$ cat src/rtl/uart_tx_scheduler.sv
// uart_tx_scheduler
// Wishbone master that feeds the on-chip UART transmitter from a byte FIFO.
// After reset it programs the UART baud register once, then for every queued
// byte runs: write TX buffer, write start, poll status until TX done, clear
// the status flag.
//
// Ports:
//   clk_i, rst_i          clock, synchronous active-high reset
//   byte_i/byte_valid_i   producer byte and valid
//   byte_ready_o          FIFO has room (push = valid & ready)
//   addr_o/dat_o/dat_i    Wishbone address, write data, read data
//   we_o/sel_o/cyc_o/stb_o Wishbone control (all registered)
//   ack_i/err_i           slave acknowledge / error (err wins over ack)
//   busy_o                FSM not idle or FIFO not empty
//   err_o                 sticky error flag, cleared only by reset
//   fifo_count_o          FIFO occupancy
//   tx_count_o            bytes completed without timeout or bus error
module uart_tx_scheduler #(
  parameter int          FIFO_DEPTH = 16,
  parameter logic [31:0] BAUD_DIV   = 32'h0096FEB5,
  parameter int          POLL_LIMIT = 1024
) (
  input  logic                        clk_i,
  input  logic                        rst_i,
  input  logic [7:0]                  byte_i,
  input  logic                        byte_valid_i,
  output logic                        byte_ready_o,
  output logic [31:0]                 addr_o,
  output logic [31:0]                 dat_o,
  input  logic [31:0]                 dat_i,
  output logic                        we_o,
  output logic [3:0]                  sel_o,
  output logic                        cyc_o,
  output logic                        stb_o,
  input  logic                        ack_i,
  input  logic                        err_i,
  output logic                        busy_o,
  output logic                        err_o,
  output logic [$clog2(FIFO_DEPTH):0] fifo_count_o,
  output logic [15:0]                 tx_count_o
);

  localparam int AW = $clog2(FIFO_DEPTH);
  localparam int CW = AW + 1;
  localparam int PW = $clog2(POLL_LIMIT) + 1;
  localparam logic [PW-1:0] POLL_MAX = PW'(POLL_LIMIT);

  localparam logic [31:0] ADDR_CTRL  = 32'h3;
  localparam logic [31:0] ADDR_BAUD  = 32'h4;
  localparam logic [31:0] ADDR_STAT  = 32'h5;
  localparam logic [31:0] ADDR_TXBUF = 32'h7;

  typedef enum logic [2:0] {CFG, IDLE, LOAD, START, POLL, CLEAR} state_t;

  state_t        state, state_nxt;
  logic [7:0]    mem [FIFO_DEPTH];
  logic [AW-1:0] wr_ptr, rd_ptr;
  logic [CW-1:0] count;
  logic [PW-1:0] poll_cnt, poll_cnt_nxt;
  logic          byte_fail, byte_fail_nxt;
  logic          err_nxt;
  logic [15:0]   tx_count_nxt;
  logic [31:0]   addr_nxt, dat_nxt;
  logic          we_nxt, cyc_nxt, stb_nxt;
  logic [3:0]    sel_nxt;
  logic          push, pop;
  logic          bus_ack, bus_err;
  logic          req, req_we;
  logic [31:0]   req_addr, req_dat;
  logic          unused_dat_bits;

  assign unused_dat_bits = ^{dat_i[31:6], dat_i[4:0]};

  assign byte_ready_o = (count < CW'(FIFO_DEPTH));
  assign push         = byte_valid_i & byte_ready_o;
  assign fifo_count_o = count;
  assign busy_o       = (state != IDLE) || (count != '0);

  // A response only counts while our cycle is open; err takes priority.
  assign bus_err = cyc_o & err_i;
  assign bus_ack = cyc_o & ack_i & ~err_i;

  // Next-state and next bus-register values. Each access state requests a
  // transfer; it is launched only while cyc_o is low, which guarantees an
  // idle cycle between consecutive accesses.
  always_comb begin
    state_nxt     = state;
    addr_nxt      = addr_o;
    dat_nxt       = dat_o;
    we_nxt        = we_o;
    sel_nxt       = sel_o;
    cyc_nxt       = cyc_o;
    stb_nxt       = stb_o;
    poll_cnt_nxt  = poll_cnt;
    byte_fail_nxt = byte_fail;
    err_nxt       = err_o;
    tx_count_nxt  = tx_count_o;
    pop           = 1'b0;
    req           = 1'b0;
    req_we        = 1'b0;
    req_addr      = '0;
    req_dat       = '0;

    if (bus_ack || bus_err) begin
      cyc_nxt = 1'b0;
      stb_nxt = 1'b0;
    end
    if (bus_err) err_nxt = 1'b1;

    case (state)
      CFG: begin
        req      = 1'b1;
        req_we   = 1'b1;
        req_addr = ADDR_BAUD;
        req_dat  = BAUD_DIV;
        if (bus_ack || bus_err) state_nxt = IDLE;
      end
      IDLE: begin
        if (count != '0) begin
          state_nxt     = LOAD;
          poll_cnt_nxt  = '0;
          byte_fail_nxt = 1'b0;
        end
      end
      LOAD: begin
        req      = 1'b1;
        req_we   = 1'b1;
        req_addr = ADDR_TXBUF;
        req_dat  = {24'd0, mem[rd_ptr]};
        if (bus_ack) begin
          pop       = 1'b1;
          state_nxt = START;
        end else if (bus_err) begin
          byte_fail_nxt = 1'b1;
          state_nxt     = CLEAR;
        end
      end
      START: begin
        req      = 1'b1;
        req_we   = 1'b1;
        req_addr = ADDR_CTRL;
        req_dat  = 32'h80;
        if (bus_ack) begin
          state_nxt = POLL;
        end else if (bus_err) begin
          byte_fail_nxt = 1'b1;
          state_nxt     = CLEAR;
        end
      end
      POLL: begin
        req      = 1'b1;
        req_addr = ADDR_STAT;
        if (bus_ack) begin
          if (dat_i[5]) begin
            state_nxt = CLEAR;
          end else begin
            poll_cnt_nxt = poll_cnt + PW'(1);
            // Timeout: flag the error but still clear the UART status.
            if (poll_cnt + PW'(1) == POLL_MAX) begin
              err_nxt       = 1'b1;
              byte_fail_nxt = 1'b1;
              state_nxt     = CLEAR;
            end
          end
        end else if (bus_err) begin
          byte_fail_nxt = 1'b1;
          state_nxt     = CLEAR;
        end
      end
      CLEAR: begin
        req      = 1'b1;
        req_we   = 1'b1;
        req_addr = ADDR_STAT;
        req_dat  = 32'h0;
        if (bus_ack) begin
          if (!byte_fail) tx_count_nxt = tx_count_o + 16'd1;
          state_nxt = IDLE;
        end else if (bus_err) begin
          state_nxt = IDLE;
        end
      end
      default: state_nxt = CFG;
    endcase

    if (req && !cyc_o) begin
      cyc_nxt  = 1'b1;
      stb_nxt  = 1'b1;
      addr_nxt = req_addr;
      dat_nxt  = req_dat;
      we_nxt   = req_we;
      sel_nxt  = 4'hF;
    end
  end

  // State, bus registers, counters and FIFO pointers.
  always_ff @(posedge clk_i) begin
    if (rst_i) begin
      state      <= CFG;
      addr_o     <= '0;
      dat_o      <= '0;
      we_o       <= 1'b0;
      sel_o      <= '0;
      cyc_o      <= 1'b0;
      stb_o      <= 1'b0;
      err_o      <= 1'b0;
      tx_count_o <= '0;
      poll_cnt   <= '0;
      byte_fail  <= 1'b0;
      wr_ptr     <= '0;
      rd_ptr     <= '0;
      count      <= '0;
    end else begin
      state      <= state_nxt;
      addr_o     <= addr_nxt;
      dat_o      <= dat_nxt;
      we_o       <= we_nxt;
      sel_o      <= sel_nxt;
      cyc_o      <= cyc_nxt;
      stb_o      <= stb_nxt;
      err_o      <= err_nxt;
      tx_count_o <= tx_count_nxt;
      poll_cnt   <= poll_cnt_nxt;
      byte_fail  <= byte_fail_nxt;
      if (push) wr_ptr <= wr_ptr + AW'(1);
      if (pop)  rd_ptr <= rd_ptr + AW'(1);
      case ({push, pop})
        2'b10:   count <= count + CW'(1);
        2'b01:   count <= count - CW'(1);
        default: count <= count;
      endcase
    end
  end

  // FIFO storage needs no reset; the pointers define what is valid.
  always_ff @(posedge clk_i) begin
    if (push) mem[wr_ptr] <= byte_i;
  end

endmodule

$ cat config.mk
export PLATFORM = sky130hd
export DESIGN_NAME = uart_tx_scheduler
export DESIGN_NICKNAME = d
export VERILOG_FILES = /design/src/rtl/uart_tx_scheduler.sv
export SDC_FILE = /design/constraint.sdc
export NUM_CORES = 1
export LEC_CHECK = 0
export ABC_AREA = 1
export CAP_MARGIN = 40
export CORE_MARGIN = 4
export CORE_UTILIZATION = 48
export DETAILED_ROUTE_END_ITERATION = 8
export GPL_TIMING_DRIVEN = 0
export PLACE_DENSITY = 0.85
export REMOVE_ABC_BUFFERS = 1
export SETUP_SLACK_MARGIN = 0.15
export SYNTH_ARGS = -nofsm -noshare
export SYNTH_HDL_FRONTEND = slang
export SYNTH_SLANG_ARGS = --single-unit
$ cat constraint.sdc
create_clock -name clk_i -period 2.53 [get_ports clk_i]
set_input_delay 0.506 -clock clk_i [delete_from_list [all_inputs] [get_ports clk_i]]
set_output_delay 0.506 -clock clk_i [all_outputs]
set_load 0.005 [all_outputs]
==> flow_summary_export.csv <==
group,metric,value,unit
outcome,outcome,"finished with violations",
outcome,violations,"setup timing",
timing,setup_viol_count_final,1,
placement,gp_congestion,0.849,
synthesis,synth_top_area_share,44.3,%
synthesis,yosys_warnings,0,
critical_path,crit_chain,"clkdlybuf4s50_1, nand3b_1, nor2_4, ha_4, ha_1, a21o_1, a21oi_1, inv_1, a21oi_2, o21ai_1, o21ai_1, a21oi_1",
global_route,grt_max_degree,51,
timing,min_period,2550,ps
global_route,grt_pass1_vias,6171,
clock_network,tritoncts,"built",
critical_path,cp.arrival,2870,ps
job,drv_cap,0,
route,drt-initial-drc-count,759,
critical_path,crit_slowest_cell,"clkdlybuf4s50_1",
floorplan,pin_count,140,
placement,placed_cells,1136,
finish,diodes,0,
timing,max_slew_margin,40.0,%
finish,area_growth,15.1,%
clock_network,cts_made_buffers,17,
critical_path,worstSetupPathType,"input port to flop",
synthesis,synthTopCellsByArea,"edfxtp_1 (44%), dfxtp_1 (15%), nor2_1 (5.8%)",
route,drtAntennaViolNets,0,
placement,place_hpwl,12600,um
placement,place_area,9280,um^2
synthesis,yosysSeqAreaShare,59.0,%
power_and_ir_drop,irDropWorstVdd,0.640,mV
timing,clock.fmax,392,MHz
synthesis,ys.flop_type,"edfxtp_1",
finish,num-fill-cells,1318,
finish,nNetsFinal,1000,
route,viasPerCell,5.65,
floorplan,die_area,20300,um^2
critical_path,reg2reg_from,"state[2]",
hold_path,hp-start,"dat_o[4]",
synthesis,synth_top_area_cell,"edfxtp_1",
timing,setup_ws,-23.0,ps
floorplan,die_w,143,um
timing,fin_hold_ws,466,ps
clock_network,htreeDepth,4,
synthesis,synth_area,8680,um^2
hold_path,hp-class,"flop to flop",
power_and_ir_drop,powerDensity,755,nW/um^2
floorplan,die-height,143,um
clock_network,cts.sink_count,192,
finish,drive_above_1_share,8.50,%
critical_path,cp.required,2850,ps
power_and_ir_drop,p_leak,3.52,nW
timing,rsz0062_at_grt,"true",
critical_path,critPathLaunch,"err_i",
synthesis,yosys_register_bits,192,
synthesis,async_reset_ff_share,0,%
floorplan,start_util,49.5,%
route,drc,0,
floorplan,rows,48,
critical_path,worstSetupStartpointType,"input port",
finish,fin_cells,1178,
timing,fin_skew,9.99,ps
timing,final-hold-violation-count,0,
floorplan,core_area,17500,um^2
timing,tightest_slew,897,ps
global_route,grt_antenna_before_repair,0,
critical_path,critPathMaxStageDelay,430,ps
timing,period_share,101,%
clock_network,cts_hold_buf,0,
placement,portBuffers,66,
synthesis,syn_inst,889,
synthesis,synth_edf_count,128,
synthesis,avgSynthCellArea,9.77,um^2
global_route,grt_overflow,0,
critical_path,critPathMaxFanout,5,
clock_network,cts_buffer_depth,2,
route,vias,6650,
clock_network,cts-root-buf,"clkbuf_16",
route,wl_per_cell,17.0,um
timing,drv_slew,0,
route,drt-total-wl,20000,um
synthesis,ys_types,42,
finish,fin_area,10000,um^2
clock_network,clock_latency,430,ps
global_route,grt_util_all_layers,19.1,%
route,firstDrtPassIters,7,
global_route,grt_pass1_wl,30900,um
clock_network,clk_pin_slew,80,ps
critical_path,end_kind,"flop",
==> state kept, by name (all words and copies together) (netlist names), named ones only <==
signal        count
byte_fail         1
mem             128
stb_o             1
poll_cnt         11
state             3
err_o             1
sel_o             1
dat_o             9
fifo_count_o      5
wr_ptr            4
addr_o            3
rd_ptr            4
tx_count_o       16
we_o              1
==> through the flow <==
step	TNS, ps	utilization (%)	total power (W)	setup WS (ps)
floorplan	-653	-	0.00430	-127
global placement	-33800	52.5	0.00490	-1330
detailed placement	-2500	52.9	0.00495	-593
CTS	0	56.5	0.00750	16.9
global route	-84.5	57.0	0.00782	-84.5
finish	-23.0	57.0	0.00755	-23.0
==> critical path, delay by kind of cell <==
family,cells,cell delay (ps)
simple gates,2,490
buf+inv,2,530
compound gates,6,870
fa+ha+maj,2,470
==> layout make-up <==
class / count / area (um^2) / share of cell area, %
multi-input combinational: 588 / 2970 / 29.7
timing repair buffer: 80 / 803 / 8.04
clock buffer: 18 / 429 / 4.29
tap: 225 / 282 / 2.82
sequential: 192 / 5140 / 51.4
inverter: 61 / 229 / 2.29
clock inverter: 14 / 148 / 1.48
==> layout by cell type (no fill, tap or decap), drive strengths merged, types with 8 or more instances in the layout <==
| cell type | count |
|---|---|
| o21ai | 100 |
| edfxtp | 128 |
| nand2 | 123 |
| nand3 | 42 |
| o22ai | 8 |
| dfxtp | 64 |
| nor3 | 13 |
| o211ai | 10 |
| a21oi | 56 |
| buf | 15 |
| conb | 42 |
| clkdlybuf4s50 | 64 |
| inv | 67 |
| o221ai | 14 |
| clkbuf | 18 |
| nor2 | 140 |
| ha | 14 |
==> report_power, final <==
part	switching, W	internal [W]	total [W]
combinational	0.000788	0.000577	0.00137
clock	0.00126	0.00131	0.00258
sequential	0.000136	0.00347	0.00361
total	0.00219	0.00537	0.00755
==> layer usage <==
metal / GRT usage (%) / share of wire [%]
met1: 24.0 / 39
met2: 32.8 / 50
met3: 2.79 / 8.6
met4: 8.40 / 2.5
met5: 0 / 0
==> cells in the mapped netlist, types with 2 or more instances <==
master	instances
buf_4	56
xnor2_1	5
o21ai_1	2
a211oi_1	3
o211ai_1	9
nor2_1	135
nor4_1	3
inv_1	53
nand4_1	2
buf_6	2
edfxtp_1	128
dfxtp_1	64
nor3_1	8
o221ai_1	14
o21bai_1	2
o21ai_0	98
nand2_1	123
ha_1	14
nor3_4	2
xor2_1	2
inv_2	8
clkbuf_1	25
a21oi_1	55
nand3_1	42
buf_2	5
o22ai_1	8
nor3_2	3
nor2_2	4
==> logic make-up after synthesis <==
logic type / synth area share [%]
AO/OA/AOI/OAI: 12.7
XOR/XNOR: 0.706
adder cells (fa/ha/maj): 2.25
buffers and inverters: 9.15
flip-flops: 59.0
other: 0.0432
AND/OR/NAND/NOR: 16.2
==> worst paths after layout <==
path | end | slack [ps] | cells after the start
setup reg to reg | fifo_count_o[4] | -20 | 12
setup / recovery | fifo_count_o[4] | -20 | 12
hold / removal | dat_o[4] | 470 | 2
hold reg to reg | dat_o[4] | 470 | 2
==> repair_timing <==
action,CTS,global route
setup buffers,4,6
pin swaps,3,3
setup endpoints to repair,5,25
resized for setup,10,13
No activity file was read; power rests on OpenSTA's default activity.
